## src/rtl/pll_gain_scheduler.sv

```systemverilog
// Multi-gear PLL loop-filter gain scheduler: acquisition gain on sustained unlock,
// one gear step-down per locked dwell until the tracking gear is reached.
module pll_gain_scheduler #(
    parameter int GAIN_W    = 5,
    parameter int TIMER_W   = 8,
    parameter int NUM_GEARS = 4,
    parameter int GEAR_W    = $clog2(NUM_GEARS)
) (
    input  logic                sys_clk,
    input  logic                rst,
    input  logic                sample_en,
    input  logic                lock_in,
    input  logic                force_acq,
    input  logic [GAIN_W-1:0]   kp_track,
    input  logic [GAIN_W-1:0]   ki_track,
    input  logic [GAIN_W-1:0]   kp_step,
    input  logic [GAIN_W-1:0]   ki_step,
    input  logic [TIMER_W-1:0]  unlock_timeout,
    input  logic [TIMER_W-1:0]  dwell_cycles,
    output logic [GAIN_W-1:0]   kp_shift,
    output logic [GAIN_W-1:0]   ki_shift,
    output logic [GEAR_W-1:0]   gear,
    output logic [1:0]          state,
    output logic                acq_active,
    output logic                gear_change
);

    typedef enum logic [1:0] {
        TRACK   = 2'd0,
        HOLDOFF = 2'd1,
        ACQUIRE = 2'd2,
        SETTLE  = 2'd3
    } state_t;

    localparam int                SUM_W    = GAIN_W + GEAR_W + 1;
    localparam int                CNT_W    = TIMER_W + 1;
    localparam logic [GEAR_W-1:0] ACQ_GEAR = GEAR_W'(NUM_GEARS - 1);
    localparam logic [SUM_W-1:0]  GAIN_MAX = SUM_W'((1 << GAIN_W) - 1);

    state_t              state_q, state_d;
    logic [GEAR_W-1:0]   gear_q, gear_d;
    logic [TIMER_W-1:0]  hold_q, hold_d;
    logic [TIMER_W-1:0]  dwell_q, dwell_d;
    logic [TIMER_W-1:0]  dwell_lim;
    logic [CNT_W-1:0]    dwell_inc;

    // Wide enough that track + gear*step cannot wrap before saturation.
    function automatic logic [GAIN_W-1:0] sat_gain(
        input logic [GAIN_W-1:0] base,
        input logic [GAIN_W-1:0] step,
        input logic [GEAR_W-1:0] g
    );
        logic [SUM_W-1:0] sum;
        sum = SUM_W'(base) + SUM_W'(g) * SUM_W'(step);
        return (sum > GAIN_MAX) ? '1 : sum[GAIN_W-1:0];
    endfunction

    assign dwell_lim  = (dwell_cycles == '0) ? TIMER_W'(1) : dwell_cycles;
    assign dwell_inc  = {1'b0, dwell_q} + CNT_W'(1);
    assign state      = state_q;
    assign gear       = gear_q;
    assign acq_active = (state_q == ACQUIRE);

    always_comb begin
        state_d = state_q;
        gear_d  = gear_q;
        hold_d  = hold_q;
        dwell_d = dwell_q;
        if (force_acq) begin
            state_d = ACQUIRE;
            gear_d  = ACQ_GEAR;
            hold_d  = '0;
            dwell_d = '0;
        end else begin
            case (state_q)
                TRACK: begin
                    if (!lock_in) begin
                        state_d = HOLDOFF;
                        hold_d  = '0;
                    end
                end
                HOLDOFF: begin
                    if (lock_in) begin
                        hold_d = '0;
                        if (gear_q == '0) begin
                            state_d = TRACK;
                        end else begin
                            state_d = SETTLE;
                            dwell_d = '0;
                        end
                    end else if (hold_q == unlock_timeout) begin
                        state_d = ACQUIRE;
                        gear_d  = ACQ_GEAR;
                        hold_d  = '0;
                    end else if (sample_en) begin
                        hold_d = hold_q + TIMER_W'(1);
                    end
                end
                ACQUIRE: begin
                    if (lock_in) begin
                        state_d = SETTLE;
                        dwell_d = '0;
                    end
                end
                SETTLE: begin
                    // Lock loss is tested first so it wins over a coincident dwell expiry.
                    if (!lock_in) begin
                        state_d = HOLDOFF;
                        hold_d  = '0;
                        dwell_d = '0;
                    end else if (sample_en) begin
                        if (dwell_inc >= {1'b0, dwell_lim}) begin
                            gear_d  = gear_q - GEAR_W'(1);
                            dwell_d = '0;
                            if (gear_q == GEAR_W'(1)) begin
                                state_d = TRACK;
                            end
                        end else begin
                            dwell_d = dwell_inc[TIMER_W-1:0];
                        end
                    end
                end
                default: state_d = ACQUIRE;
            endcase
        end
    end

    always_ff @(posedge sys_clk) begin
        if (rst) begin
            state_q     <= ACQUIRE;
            gear_q      <= ACQ_GEAR;
            hold_q      <= '0;
            dwell_q     <= '0;
            gear_change <= 1'b0;
            kp_shift    <= sat_gain(kp_track, kp_step, ACQ_GEAR);
            ki_shift    <= sat_gain(ki_track, ki_step, ACQ_GEAR);
        end else begin
            state_q     <= state_d;
            gear_q      <= gear_d;
            hold_q      <= hold_d;
            dwell_q     <= dwell_d;
            gear_change <= (gear_d != gear_q);
            kp_shift    <= sat_gain(kp_track, kp_step, gear_d);
            ki_shift    <= sat_gain(ki_track, ki_step, gear_d);
        end
    end

endmodule

```

## config.mk

```make
export PLATFORM = sky130hd
export DESIGN_NAME = pll_gain_scheduler
export DESIGN_NICKNAME = d
export VERILOG_FILES = /design/src/rtl/pll_gain_scheduler.sv
export SDC_FILE = /design/constraint.sdc
export NUM_CORES = 1
export LEC_CHECK = 0
export BUFFER_PORTS_ARGS = -buffer_cell sky130_fd_sc_hd__buf_4
export CAP_MARGIN = 30
export CORE_MARGIN = 8
export CORE_UTILIZATION = 58
export DETAILED_ROUTE_END_ITERATION = 10
export PLACE_DENSITY = 0.83
export SYNTH_ARGS = -nofsm -noshare
export SYNTH_HDL_FRONTEND = slang
export SYNTH_SLANG_ARGS = --single-unit
```

## constraint.sdc

```tcl
create_clock -name sys_clk -period 7.6 [get_ports sys_clk]
set_clock_uncertainty 0.1 [all_clocks]
set_input_delay 0.76 -clock sys_clk [delete_from_list [all_inputs] [get_ports sys_clk]]
set_output_delay 0.76 -clock sys_clk [all_outputs]
set_load 0.02 [all_outputs]
```

After elaboration in Yosys (flattened, before gate mapping)
Cells that the tools add are included.
- bits in registers: 31
- bits in latches: 0
- bits in writable memories: 0
- bits in read-only memories: 0
- input port bits: 41
- memories: 0
- $add $sub $neg: 7
- multiply operators: 4
- div/mod/pow operators: 0
- order comparisons: 5
- eq/ne operators: 16
- shift operators: 0
- multiplexer cells: 36
- bitwise logic cells: 0
- reduce and logical (&&, ||, !) cells: 10
- operators by type and width (kind ; number):
    $mux W8 ; 11
    $add A5 B7 Y8 ; 4
    $gt A8 B5 Y1 const B ; 4
    $mux W2 ; 15
    $mux W5 ; 6
    $pmux W8 S3 ; 1
    $pmux W8 S2 ; 1
    $mul A2 B5 Y7 ; 2
    $mul A2 B5 Y7 const A ; 2
    $ne A3 B3 Y1 const B ; 4
    $ne A2 B2 Y1 const B ; 5
    $add A8 B1 Y9 const B ; 1
    $ge A9 B8 Y1 ; 1
    $add A8 B1 Y8 const B ; 1
    $eq A8 B8 Y1 ; 1
    $logic_not A8 Y1 ; 1
    $pmux W2 S4 ; 1
    $reduce_and A6 Y1 ; 1
    $reduce_and A5 Y1 ; 1
    $eq A2 B1 Y1 const B ; 2
    $eq A2 B2 Y1 const B ; 2
    $logic_not A2 Y1 ; 2
    $ne A4 B4 Y1 const B ; 1
    $pmux W2 S2 ; 1
    6 further kinds ; 7

Longest topological paths before layout
- depth after elaboration: 13
- depth in mapped cells: 21

Least setup slack after synthesis
No wires, ideal clock.
- path type: input-to-reg
- start point: in dwell_cycles[4]
- end point: reg ki_shift[4]
- setup time: 117 ps
- arrival: 4480 ps
- required time: 7383 ps
- path slack: 2903 ps
- cell stages on the path: 19
- cell sequence: nor4_1 > a41o_1 > ha_1 > nand2b_4 > a2111oi_4 > nor3_1 > o21a_1 > a221oi_2 > buf_4 > nor2b_1 > fa_1 > ha_1 > inv_1 > fa_1 > nor2b_1 > nand4_1 > o21ai_0 > nand2_1 > o22a_1
- cells in the longest elaborated chain, start to end: 13
- ends and longest elaborated chain (element ; line ; source):
    start, declared ; 19 ; input logic [TIMER_W-1:0] dwell_cycles,
    $logic_not A8 Y1 ; 58 ; assign dwell_lim = (dwell_cycles == '0) ? TIMER_W'(1) : dwell_cycles;
    $mux W8 (*) ; 58 ;
    $ge A9 B8 Y1 (*) ; 112 ; if (dwell_inc >= {1'b0, dwell_lim}) begin
    $mux W2 (*) ; 112 ;
    $mux W2 (*) ; 111 ; end else if (sample_en) begin
    $mux W2 (*) ; 107 ; if (!lock_in) begin
    $pmux W2 S2 (*) ; 75 ; case (state_q)
    $mux W2 (*) ; 69 ; if (force_acq) begin
    $mul A2 B5 Y7 (*) ; 54 ; sum = SUM_W'(base) + SUM_W'(g) * SUM_W'(step);
    $add A5 B7 Y8 (*) ; 54 ;
    $gt A8 B5 Y1 ; 55 ; return (sum > GAIN_MAX) ? '1 : sum[GAIN_W-1:0];
    $mux W5 (*) ; 55 ;
    $mux W5 (*) ; 129 ; if (rst) begin
    end signal, assigned ; 136 ; ki_shift <= sat_gain(ki_track, ki_step, ACQ_GEAR);
    end signal, assigned ; 144 ; ki_shift <= sat_gain(ki_track, ki_step, gear_d);
    end, declared ; 21 ; output logic [GAIN_W-1:0] ki_shift,
Every way passes the cells marked *; elsewhere a longest branch is shown, timed or not.
A chain may end at the register's enable or synchronous reset.

Worst setup path after layout
Ends and elaborated chain as after synthesis.

==> impl_results.md <==
* Status: complete, no violations
* Drt drc at 0
* Final Max Tran Viols at 0
* Worst Tran Pin Value at 0.8070 ns
* Fraction of layout cells with a size suffix above 1 at 0.1825
* Ranking of synthesized cells by area: dfxtp_1 20%, ha_1 17%, fa_1 13%
* Root buf cell: clkbuf_8
* Final non-filler cell total at 470
* Post-route cell area at 3592 um^2
* Startpoint Class: input pin
* Final Hold Viols at 0
* Post-Place Cells at 464
* Max_slew headroom at 0.4466
* Finished Core Util at 0.7033
* Predominant post-synthesis flop cell: dfxtp_1
* Number of enable flip-flop cells after synthesis at 0
* Commonest cells in the netlist: 41 x ha_1, 36 x inv_1, 31 x dfxtp_1
* Synthesized area at 3049 um^2
* Syn-to-layout area delta at 17.81%
* Part of the power in combinational logic at 0.394
* Clock Tree Buf Depth at 2
* Synth Area per Inst at around 8.8 um^2
* Power share of the clock group at 0.243
* Post-Syn Nets at around 450
* Yosys top cell by area: dfxtp_1
* Setup Buffers After CTS at 0
* Number of global-route vias before repair at between 2000 and 3000
* Syn. warnings at 0
* Worst skew pair latency at 0.28 ns
* Crit path max-delay family: compound AO/OA/AOI/OAI gates
* Count leader, synth: ha_1
* Finish-stage setup viols at 0
* Worst Hold Class: flop to flop
* Crit. End Element: flop
* P_int at around 0.00033 W
* Area after DPL at 3520 um^2
* Die area at 7833 um^2
* Max IR drop VDD at 0.08132 mV
* GRT overflow at 0
* Initial Util at 0.5970
* Die Wd at 88.51 um
* Critical Path AT at slightly above 5 ns
* CP cell instances: buf_4 -> nor4_1 -> a41o_1 -> ha_1 -> nand2b_4 -> a2111oi_4 -> nor3_1 -> o21a_1 -> a221oi_2 -> nor2b_1 -> fa_1 -> ha_1 -> inv_1 -> fa_1 -> nor2b_1 -> nand4_1 -> o21ai_0 -> nand2_1 -> o22a_1
* Htree depth at 2
* Num rows at 26
* Leakage at between 1.5 and 2 nW
* Port Buffers at 56
* CTS tree: built
* Reg power frac at 0.363
* Fin crit period at 5.072 ns
* First-pass GRT wire length at 11.39 mm
* Final #Nets at 503
* Post-DP HPWL at about 5.5 mm
* Total GRT Usage at 0.1820
* WP data required at 7.67 ns
* DRT Pass-1 Iters at 4
* CP Class: input pin to flop
* Max stage delay on crit path at approximately 0.65 ns
* Sw frac at 0.3292
* CTS buffer count at 5
* Share of the synthesized area in the top cell type at 0.2035
* CP max FO at 11
* Core box area at 5107 um^2
* # diodes at 0
* DR vias at between 2000 and 3000
* Height of the die at ~90 um
* Synth Instances at about 350
* Netlist cell types at 47
* Post-DR vias/cell at between 5 and 6
* Top Ports at between 50 and 60
* Max-Cap Viols at 0
* Post-CTS Resized at 0
* Psw at 0.0001599 W
* Hold Buf Count CTS at 0
* Reg clk slew, reported paths at 0.06 ns
* Slowest stage cell on the critical path: a221oi_2
* Worst path bufs/invs at 2
* Final period utilization at 0.6674
* Detailed Route WL at 6.608 mm
* Synthesized flop and latch total at 31
* Largest net degree at the start of global routing at 14
* Pwr dens at 135.3 nW/um^2
* Number of nets still failing antenna checks after routing at 0
* Sequential-to-total area share from yosys stat at 0.2035
* Initial DRC count at between 60 and 70
* Fmax at 0.1971 GHz
* TNS Setup at 0 ns
* Placer Congestion at 0.8274
* WL/cell at ~14 um
* Initial antenna violation count at 0
* Num Clock Sinks at 31
* Async set-reset flop share out of synthesis at 0
* RSZ-0062 raised after global routing: no
==> metal layers <==
layer / GRT usage / up-vias / wire, um
met5: 0 / - / 0
met4: 0.07220 / 0 / 140
met3: 0.03064 / 13 / 301
met2: 0.3381 / 59 / 3384
met1: 0.1989 / 1198 / 2782
li1: - / 1303 / -
==> path summary, 6_finish.rpt <==
check,startpoint,end,slack [ns],depth (start not counted)
setup / recovery,dwell_cycles[4],ki_shift[4],2.53,19
hold / removal,dwell_q[6],dwell_q[6],0.39,2
setup reg to reg,dwell_q[2],ki_shift[4],2.56,19
hold reg to reg,dwell_q[6],dwell_q[6],0.39,2
==> layout by cell type, fill, tap and decap left out, types with 10 or more instances in the layout <==
cell and instances:
xnor2_1 18, buf_4 56, xor2_1 10, o22a_1 10, a21oi_1 18, ha_1 41
nand3_1 20, fa_1 20, nor2b_1 10, nand2_1 21, dfxtp_1 31, nor2_1 20
inv_1 36
==> area by class of cell <==
type,instances,area [um^2]
Inverter,36,135.1
Clock buffer,6,72.57
Tap cell,70,87.58
Fill cell,429,1515
Multi-Input combinational cell,271,2256
Sequential cell,31,620.6
Timing Repair Buffer,56,420.4
==> cell families (layout without fill, tap and decap cells) <==
| kind of cell | Yosys count | count (layout) | synth area share |
|---|---|---|---|
| flops | 31 | 31 | 0.2035 |
| compound gates | 64 | 64 | 0.1526 |
| fa+ha+maj | 61 | 61 | 0.2995 |
| xor+xnor | 28 | 28 | 0.08043 |
| simple gates | 116 | 116 | 0.2003 |
| buf+inv | 44 | 98 | 0.05663 |
| mux | 2 | 2 | 0.006976 |
==> worst min-delay path, stage by stage, from the launching register on <==
cell	delay, ns
dfxtp_1	0.33
nand2_1	0.06
a21oi_1	0.05
==> power by group through the flow <==
stage / Clock, W / Combinational [W] / Sequential, W
global placement: 0 / 0.000187 / 0.000180
finish: 0.000118 / 0.000191 / 0.000177
CTS: 0.000121 / 0.000194 / 0.000177
global route: 0.000128 / 0.000217 / 0.000177
detailed placement: 0 / 0.000193 / 0.000180
floorplan: 0 / 0.000115 / 0.000192
==> metrics by stage <==
step | hold slack [ns] | total power, W | worst slack, ns
after global routing | 0.4312 | 0.0005226 | 2.161
after floorplan | 0.3574 | 0.0003075 | 2.903
after CTS | 0.3894 | 0.0004912 | 2.514
final | 0.3868 | 0.0004858 | 2.528
after global placement | 0.3678 | 0.0003669 | 2.365
after detailed placement | 0.3805 | 0.0003726 | 2.226
==> flip-flops by register name (all words and copies together), names as in the netlist, named ones only <==
| name | count |
|---|---|
| kp_shift | 5 |
| dwell_q | 8 |
| gear_change | 1 |
| hold_q | 8 |
| gear | 2 |
| ki_shift | 5 |
| state | 1 |
Power figures use the tool's default switching activity.
